`src/rtl/alu_iterative.sv`:
```
// alu_iterative: multicycle ALU, single-cycle logic/arith ops, bit-serial shifts with start/done handshake.
// Optional signed overflow flag enabled by defining ALU_OVERFLOW_EN.
module alu_iterative #(
    parameter int WIDTH   = 32,
    parameter int SHAMT_W = 5
) (
    input  logic               clk,
    input  logic               reset,
    input  logic               start,
    input  logic [4:0]         ALUCtrl,
    input  logic               Sign,
    input  logic [WIDTH-1:0]   in1,
    input  logic [WIDTH-1:0]   in2,
    output logic               busy,
    output logic               done,
    output logic [WIDTH-1:0]   result,
    output logic               Zero,
    output logic               Overflow
);
    typedef enum logic [1:0] {IDLE, SHIFT, DONE} state_t;
    state_t               state_q;
    logic                 busy_q, done_q, zero_q, sll_q, sign_q;
    logic [SHAMT_W-1:0]   cnt_q;
    logic [WIDTH-1:0]     sh_q, result_q;
    logic [WIDTH-1:0]     sum, diff, alu_d, sh_next, res_d;
    logic                 slt, shift_go, accept, res_we;

    always_comb begin
        sum      = in1 + in2;
        diff     = in1 - in2;
        slt      = Sign ? ($signed(in1) < $signed(in2)) : (in1 < in2);
        alu_d    = '0;
        case (ALUCtrl)
            5'd0:       alu_d = in1 & in2;
            5'd1:       alu_d = in1 | in2;
            5'd2:       alu_d = sum;
            5'd3:       alu_d = diff;
            5'd4:       alu_d = {{(WIDTH-1){1'b0}}, slt};
            5'd5:       alu_d = ~(in1 | in2);
            5'd6:       alu_d = in1 ^ in2;
            5'd7, 5'd8: alu_d = in2;
            5'd9:       alu_d = in2 << 16;
            default:    alu_d = '0;
        endcase
        accept   = (state_q == IDLE) && start;
        shift_go = (ALUCtrl == 5'd7 || ALUCtrl == 5'd8) && (in1[SHAMT_W-1:0] != '0);
        sh_next  = sll_q ? {sh_q[WIDTH-2:0], 1'b0} : {sign_q & sh_q[WIDTH-1], sh_q[WIDTH-1:1]};
        res_we   = (accept && !shift_go) || (state_q == SHIFT && cnt_q == SHAMT_W'(1));
        res_d    = (state_q == SHIFT) ? sh_next : alu_d;
    end

    always_ff @(posedge clk) begin
        if (reset) begin
            state_q <= IDLE;
            busy_q  <= 1'b0;
            done_q  <= 1'b0;
            sll_q   <= 1'b0;
            sign_q  <= 1'b0;
            cnt_q   <= '0;
            sh_q    <= '0;
        end else begin
            case (state_q)
                IDLE: begin
                    done_q <= 1'b0;
                    if (start) begin
                        sll_q  <= (ALUCtrl == 5'd7);
                        sign_q <= Sign;
                        sh_q   <= in2;
                        cnt_q  <= in1[SHAMT_W-1:0];
                        state_q <= shift_go ? SHIFT : DONE;
                        busy_q  <= shift_go;
                        done_q  <= !shift_go;
                    end
                end
                SHIFT: begin
                    sh_q  <= sh_next;
                    cnt_q <= cnt_q - SHAMT_W'(1);
                    if (cnt_q == SHAMT_W'(1)) begin
                        state_q <= DONE;
                        busy_q  <= 1'b0;
                        done_q  <= 1'b1;
                    end
                end
                default: begin
                    state_q <= IDLE;
                    done_q  <= 1'b0;
                end
            endcase
        end
    end

    always_ff @(posedge clk) begin
        if (reset) begin
            result_q <= '0;
            zero_q   <= 1'b1;
        end else if (res_we) begin
            result_q <= res_d;
            zero_q   <= (res_d == '0);
        end
    end

`ifdef ALU_OVERFLOW_EN
    logic ovf_q, ovf_d;
    always_comb begin
        ovf_d = Sign && (((ALUCtrl == 5'd2) && (in1[WIDTH-1] == in2[WIDTH-1]) && (sum[WIDTH-1] != in1[WIDTH-1])) ||
                         ((ALUCtrl == 5'd3) && (in1[WIDTH-1] != in2[WIDTH-1]) && (diff[WIDTH-1] != in1[WIDTH-1])));
    end
    always_ff @(posedge clk) begin
        if (reset)
            ovf_q <= 1'b0;
        else if (res_we)
            ovf_q <= (state_q == IDLE) && ovf_d;
    end
    assign Overflow = ovf_q;
`else
    assign Overflow = 1'b0;
`endif

    assign busy   = busy_q;
    assign done   = done_q;
    assign result = result_q;
    assign Zero   = zero_q;
endmodule

```
`config.mk`:
```
export PLATFORM = sky130hd
export DESIGN_NAME = alu_iterative
export DESIGN_NICKNAME = d
export VERILOG_FILES = /design/src/rtl/alu_iterative.sv
export SDC_FILE = /design/constraint.sdc
export NUM_CORES = 1
export LEC_CHECK = 0
export ABC_AREA = 0
export ABC_CLOCK_PERIOD_IN_PS = 6100
export CORE_MARGIN = 5
export CORE_UTILIZATION = 36
export CTS_CLUSTER_SIZE = 12
export DETAILED_ROUTE_END_ITERATION = 16
export PLACE_DENSITY_LB_ADDON = 0.12
export SYNTH_ARGS = -nofsm -noshare
export SYNTH_HDL_FRONTEND = slang
export SYNTH_SLANG_ARGS = --single-unit
```
`constraint.sdc`:
```
create_clock -name clk -period 6.1 [get_ports clk]
set_clock_uncertainty 0.05 [all_clocks]
set_input_delay 1.525 -clock clk [delete_from_list [all_inputs] [get_ports clk]]
set_output_delay 1.525 -clock clk [all_outputs]
set_load 0.01 [all_outputs]
```
### After elaboration in Yosys (flattened, before gate mapping)

Index checks and enable logic that the tools add are counted.

| storage, ports and cells | value |
|---|---|
| memories kept | 0 |
| output and inout bits | 36 |
| RAM bits | 0 |
| bits in latches | 0 |
| memory bits (read-only) | 0 |
| register bits | 76 |
| input bits | 73 |
| logic and storage cells | 67 |

| cells by class | value |
|---|---|
| bitwise logic cells | 5 |
| eq/ne operators | 13 |
| muxes and demuxes | 18 |
| reduce and logical (&&, ||, !) cells | 17 |
| add/subtract/negate cells | 3 |
| order comparisons | 2 |
| shift-type cells | 0 |
| divide/modulo/power cells | 0 |
| $mul | 0 |

Operator list:

| kind | number |
|---|---|
| $pmux 32 s9 | 1 |
| $mux 32 | 3 |
| $lt 32x32->1 | 2 |
| $pmux 32 s2 | 1 |
| $add 32x32->32 | 1 |
| $and 32x32->32 | 1 |
| $logic_not 32->1 | 1 |
| $not 32->32 | 1 |
| $or 32x32->32 | 1 |
| $sub 32x32->32 | 1 |
| $xor 32x32->32 | 1 |
| $eq 5x3->1 const B | 4 |
| $eq 5x1->1 const B | 2 |
| $eq 5x2->1 const B | 2 |
| $eq 5x4->1 const B | 2 |
| $pmux 5 s2 | 1 |
| $mux 2 | 3 |
| $reduce_and 2->1 | 3 |
| $logic_not 5->1 | 1 |
| $mux 1 | 5 |
| $mux 5 | 1 |
| $reduce_bool 5->1 | 1 |
| $sub 5x1->5 const B | 1 |
| $logic_and 1x1->1 | 4 |
| 12 further kinds | 14 |

### Depth between registers and ports, before layout

| depth | value |
|---|---|
| depth in word-level cells | 6 |
| mapped depth | 15 |
| mapped depth without buffers | 15 |

### Worst setup path after synthesis

Ideal clock, no wire load.

| path | value |
|---|---|
| path kind | input port to flip-flop |
| start point | in in1[0] |
| end point | reg zero_q (netlist: Zero) |
| buffers on the path | 0 |
| library setup time | 87 ps |
| arrival time | 4810 ps |
| stages on the path | 14 |
| setup slack | 1152 ps |
| data required time | 5963 ps |
| path through | inv_1 -> ha_1 -> inv_1 -> fa_1 -> nor2b_1 -> o211ai_1 -> a21oi_1 -> a2111oi_0 -> o21bai_1 -> a2111oi_0 -> nor3_1 -> a311o_1 -> or4_1 -> o31ai_1 |

| between the ends | value |
|---|---|
| word-level cells in the longest chain between the ends | 5 |
| elaborated cells between the ends (all ways) | 17 |
| those cells by class | 2 x add/sub; 2 x order compare; 3 x mux; 4 x bitwise; 6 x reduce/logical |

RTL lines:

| what | line | RTL |
|---|---|---|
| start: declaration | 12 | `input logic [WIDTH-1:0] in1,` |
| $lt 32x32->1, or another cell as far along | 31 | `slt = Sign ? ($signed(in1) < $signed(in2)) : (in1 < in2);` |
| $mux 1, or another cell as far along | 31 |  |
| $pmux 32 s9 or $logic_not 1->1 (tied branches) | 33, 48 |  |
| $mux 32 or $logic_and 1x1->1 (tied branches) | 49, 48 |  |
| $logic_not 32->1 or $logic_or 1x1->1 (tied branches) | 98, 48 |  |
| end signal: assignment | 98 | `zero_q <= (res_d == '0);` |
| end: declaration | 22 | `logic busy_q, done_q, zero_q, sll_q, sign_q;` |

Parallel ways exist; a longest one is shown, timed or not.
A chain may end at the register's enable or synchronous reset.

### Worst setup path in the final report

| path | value |
|---|---|
| start point | in in2[9] |
| end point | reg zero_q (netlist: Zero) |

| between the ends | value |
|---|---|
| word-level cells in the longest chain between the ends | 5 |
| elaborated cells between the ends (all ways) | 12 |
| those cells by class | 2 x add/sub; 2 x order compare; 3 x mux; 4 x bitwise; 1 x reduce/logical |

RTL lines:

| what | line | RTL |
|---|---|---|
| start: declaration | 13 | `input logic [WIDTH-1:0] in2,` |
| $lt 32x32->1 or $or 32x32->32 (tied branches) | 31, 35, 39 |  |
| $mux 1 or $not 32->32 (tied branches) | 31, 39 |  |
| $pmux 32 s9 (*) | 33 | `case (ALUCtrl)` |
| $mux 32 (*) | 49 | `res_d = (state_q == SHIFT) ? sh_next : alu_d;` |
| $logic_not 32->1 (*) | 98 |  |

Every way passes the cells marked *; elsewhere a longest branch is shown, timed or not.

==> results.md <==
* Worst Hold Class: reg -> reg
* Post-DR wirelength/cell at 27.09 um
* Syn Area/Cell at 7.104 um2
* Maximum vdd drop at between 0.0001 and 0.00015 V
* TritonCTS Sinks at 76
* Num CTS Buffers at 9
* Worst slew pin tran at 0.9627 ns
* Number of enable flip-flop cells after synthesis at 0
* Wire length after detailed routing at about 54000 um
* Max_cap viols at 0
* Total grt overflow at 0
* Standard cell core area at 27860 um2
* Pwr dens at 161.9 nW/um2
* Detailed-router iteration count before antenna repair at 6
* Slowest cell delay on critical path at 0.68 ns
* Net count of the finished layout at 1800
* Total power at approximately 2.1 mW
* Top layer reached by signal wires: met4
* Effective utilization at floorplan at 0.3657
* Routed vias/inst at 6.193
* Status: complete, no violations
* Number of vias in the routed layout at roughly 12000
* Portion of the post-synthesis area used by sequential elements at 0.1493
* Worst path bufs/invs at 4
* Area Overhead vs Synth at 26.79%
* Time the worst path needs with I/O delays and setup at slightly below 6 ns
* Ratio of final minimum period to clock period at 0.9719
* Synthesized instance count at 1434
* Std cell rows at 61
* Count of unresolved DRC violations after routing at 0
* Detailed-route wire length on metal 1 at 23600 um
* Wire length on met2 at 23060 um
* Final count of negative-setup-slack endpoints at 0
* RSZ-0062 raised after global routing: no
* Die Outline Area at approximately 32000 um2
* WS Path Type: in -> reg
* Count of distinct cell types in the synthesized netlist at 106
* Cell breakdown of the critical path: clkdlybuf4s50_1, inv_1, ha_2, inv_1, a21oi_1, nand2_1, a2111oi_0, buf_4, o21bai_1, a2111oi_0, nor3_1, a311o_1, or4_1, o31ai_1
* Leading cell types by total area after synthesis: sky130_fd_sc_hd__dfxtp_1 15%, sky130_fd_sc_hd__ha_1 12%, sky130_fd_sc_hd__a21oi_1 7.1%
* Fraction of final layout cells with drive strength greater than 1 at 0.1528
* Standby leakage power at around 5.3 nW
* Dominant cell by count in the synthesized netlist: sky130_fd_sc_hd__nor2_1
* Top delay family on crit path: compound AO/OA/AOI/OAI gates
* Number of I/O pins at 109
* Crit path arrival time at 6.14 ns
* Final Hold Fails at 0
* Yosys top cell by area: sky130_fd_sc_hd__dfxtp_1
* HPWL after DPL at between 40000 and 50000 um
* Async SR Flop Fraction at 0
* H-tree levels at 3
* Number of antenna violations at the first check in global routing at 0
* Total met3 wirelength after detailed routing at 5966 um
* Startpoint types: primary input
* Die W at ~180 um
* Post-synthesis instance area at roughly 10000 um2
* Final Wtd Congestion at just over 1
* Antenna diode instance count at 0
* 1st-iter DRT viols at 1671
* Largest net degree at the start of global routing at 57
* Required time worst endpoint at 6.31 ns
* Post-synth top area share at 0.1493
* Critical path fanouts, max at 11
* Die span in y at between 150 and 200 um
* Final cell utilization of the core at 0.4636
* Synth top cells by count: 146 x sky130_fd_sc_hd__nor2_1, 144 x sky130_fd_sc_hd__a21oi_1, 135 x sky130_fd_sc_hd__nand2_1, 100 x sky130_fd_sc_hd__ha_1, 99 x sky130_fd_sc_hd__inv_1
* Highest achievable clock rate at 168.7 MHz
* Wire length of the first global-routing pass at just under 80000 um
* Post-route setup TNS at 0 ns
* Ys Warns at 0
* Crit. End Element: flip-flop
* Deepest clock path buffer count at 2
* Fin. max-slew vios at 0
* Port bufs at 107
* CTS tree: built
* CP max stage cell: sky130_fd_sc_hd__clkdlybuf4s50_1
* Register bit count reported by yosys at 76
* Overall fraction of global-route tracks in use at 0.3339
* Count of nets left with antenna violations after detail routing at 0
* Post-synth net total at 1609
* Clock transition at the registers of the reported paths at 0.07 ns
* Most frequently used flop master after synthesis: sky130_fd_sc_hd__dfxtp_1
* Master cell of the clock root buffer: sky130_fd_sc_hd__clkbuf_16
* Max_slew headroom at 0.3555
* Clock latency of the later-clocked register in the worst-skew pair at approximately 0.35 ns
* Via count of the first global-routing pass at 11800
## worst register-to-register path: cells and delay by family, from the launching register on
family                 cells  cell delay, ns
buffers and inverters      2            0.53
muxes                      1            0.20
DFF                        1            0.90
AOI/OAI and AO/OA          3            0.57
and+or+nand+nor            7            2.08
## registers in the layout, summed over array words and instances, names as in the netlist
name	cells
state_q	2
cnt_q	5
sh_q	32
done	1
result	32
busy	1
Zero	1
sign_q	1
sll_q	1
## per-layer routing
metal | vias to the layer above | global-route usage
li1 | 5668 | -
met1 | 5935 | 0.4689
met2 | 734 | 0.5063
met3 | 99 | 0.08266
met4 | 0 | 0.09786
met5 | - | 0
## placed cells by master (no fill, tap or decap), types with 9 or more instances in the layout
cell type                         synthesis  layout
sky130_fd_sc_hd__and3_1                  11      11
sky130_fd_sc_hd__a221oi_1                15      15
sky130_fd_sc_hd__ha_1                   100      99
sky130_fd_sc_hd__nand2b_1                13      11
sky130_fd_sc_hd__nand3_1                 36      36
sky130_fd_sc_hd__o21a_1                  10      10
sky130_fd_sc_hd__nor3_1                  43      43
sky130_fd_sc_hd__xnor2_1                 22      22
sky130_fd_sc_hd__nor4_1                  14      14
sky130_fd_sc_hd__o31ai_1                 19      19
sky130_fd_sc_hd__mux2i_1                 21      21
sky130_fd_sc_hd__a22oi_1                 11      11
sky130_fd_sc_hd__a21o_1                  16      16
sky130_fd_sc_hd__clkbuf_16                0       9
sky130_fd_sc_hd__or3_1                   11      11
sky130_fd_sc_hd__dfxtp_1                 76      76
sky130_fd_sc_hd__buf_4                    5     168
sky130_fd_sc_hd__inv_1                   99      99
sky130_fd_sc_hd__clkdlybuf4s50_1          0     105
sky130_fd_sc_hd__a21oi_1                144     143
sky130_fd_sc_hd__nor2b_1                 18      17
sky130_fd_sc_hd__o211ai_1                29      29
sky130_fd_sc_hd__a211oi_1                35      34
sky130_fd_sc_hd__o21ai_0                 70      70
sky130_fd_sc_hd__nor2_1                 146     146
sky130_fd_sc_hd__a31oi_1                 16      16
sky130_fd_sc_hd__nand2_1                135     135
sky130_fd_sc_hd__nand4_1                 17      17
sky130_fd_sc_hd__and2_1                  10      10
sky130_fd_sc_hd__a221o_1                 11      11
sky130_fd_sc_hd__mux2_2                  13      13
## through the flow
stage	hold slack, ns	worst slack (ns)	cells	instance area [um2]
2_1_floorplan	0.3864	1.152	1434	10190
3_5_place_dp	0.3940	-0.1158	1990	12610
6_report	0.3993	0.1715	2008	12920
3_3_place_gp	0.3908	-0.04497	1990	12610
4_1_cts	0.4031	0.2327	2006	12900
5_1_grt	0.4224	0.005248	2008	12920
## worst paths after layout
| kind | start | end | slack (ns) | cells after the start |
|---|---|---|---|---|
| max | in2[9] | Zero$_SDFFE_PP1P_ | 0.17 | 14 |
| min | result[7]$_SDFFE_PP0P_ | result[7]$_SDFFE_PP0P_ | 0.40 | 2 |
| min reg2reg | result[7]$_SDFFE_PP0P_ | result[7]$_SDFFE_PP0P_ | 0.40 | 2 |
| max reg2reg | sll_q$_SDFFE_PP0P_ | Zero$_SDFFE_PP1P_ | 1.67 | 13 |
## layout make-up
cell class,count,area [um2]
fill,2860,14940
multi-input combinational,1159,7868
clock inverter,7,67.56
inverter,101,379.1
timing repair buffer,278,2382
sequential,76,1521
tap,378,473.0
clock buffer,9,225.2
## logic make-up (layout without fill, tap and decap cells)
logic type                 Yosys count  count (layout)  synth area share
buffers and inverters              199             395           0.08168
and+or+nand+nor                    496             496            0.2368
muxes                               35              35           0.03611
AOI/OAI and AO/OA                  496             496            0.3440
DFF                                 76              76            0.1493
other                                1               1         0.0003681
xor gates and xnor gates            29              29           0.02493
adders and majority gates          102             102            0.1268
## repair_timing
item,CTS,global route
hold endpoints to repair,0,0
setup endpoints to repair,0,1
hold buffers,0,0
gates resized for setup,0,1
buffers inserted,0,2
## power breakdown
| part | total, mW | switching (mW) | internal (mW) |
|---|---|---|---|
| Combinational | 0.985 | 0.591 | 0.393 |
| Sequential | 0.559 | 0.0282 | 0.531 |
| Clock | 0.547 | 0.259 | 0.288 |
| Total | 2.09 | 0.879 | 1.21 |
Power figures use the tool's default switching activity.
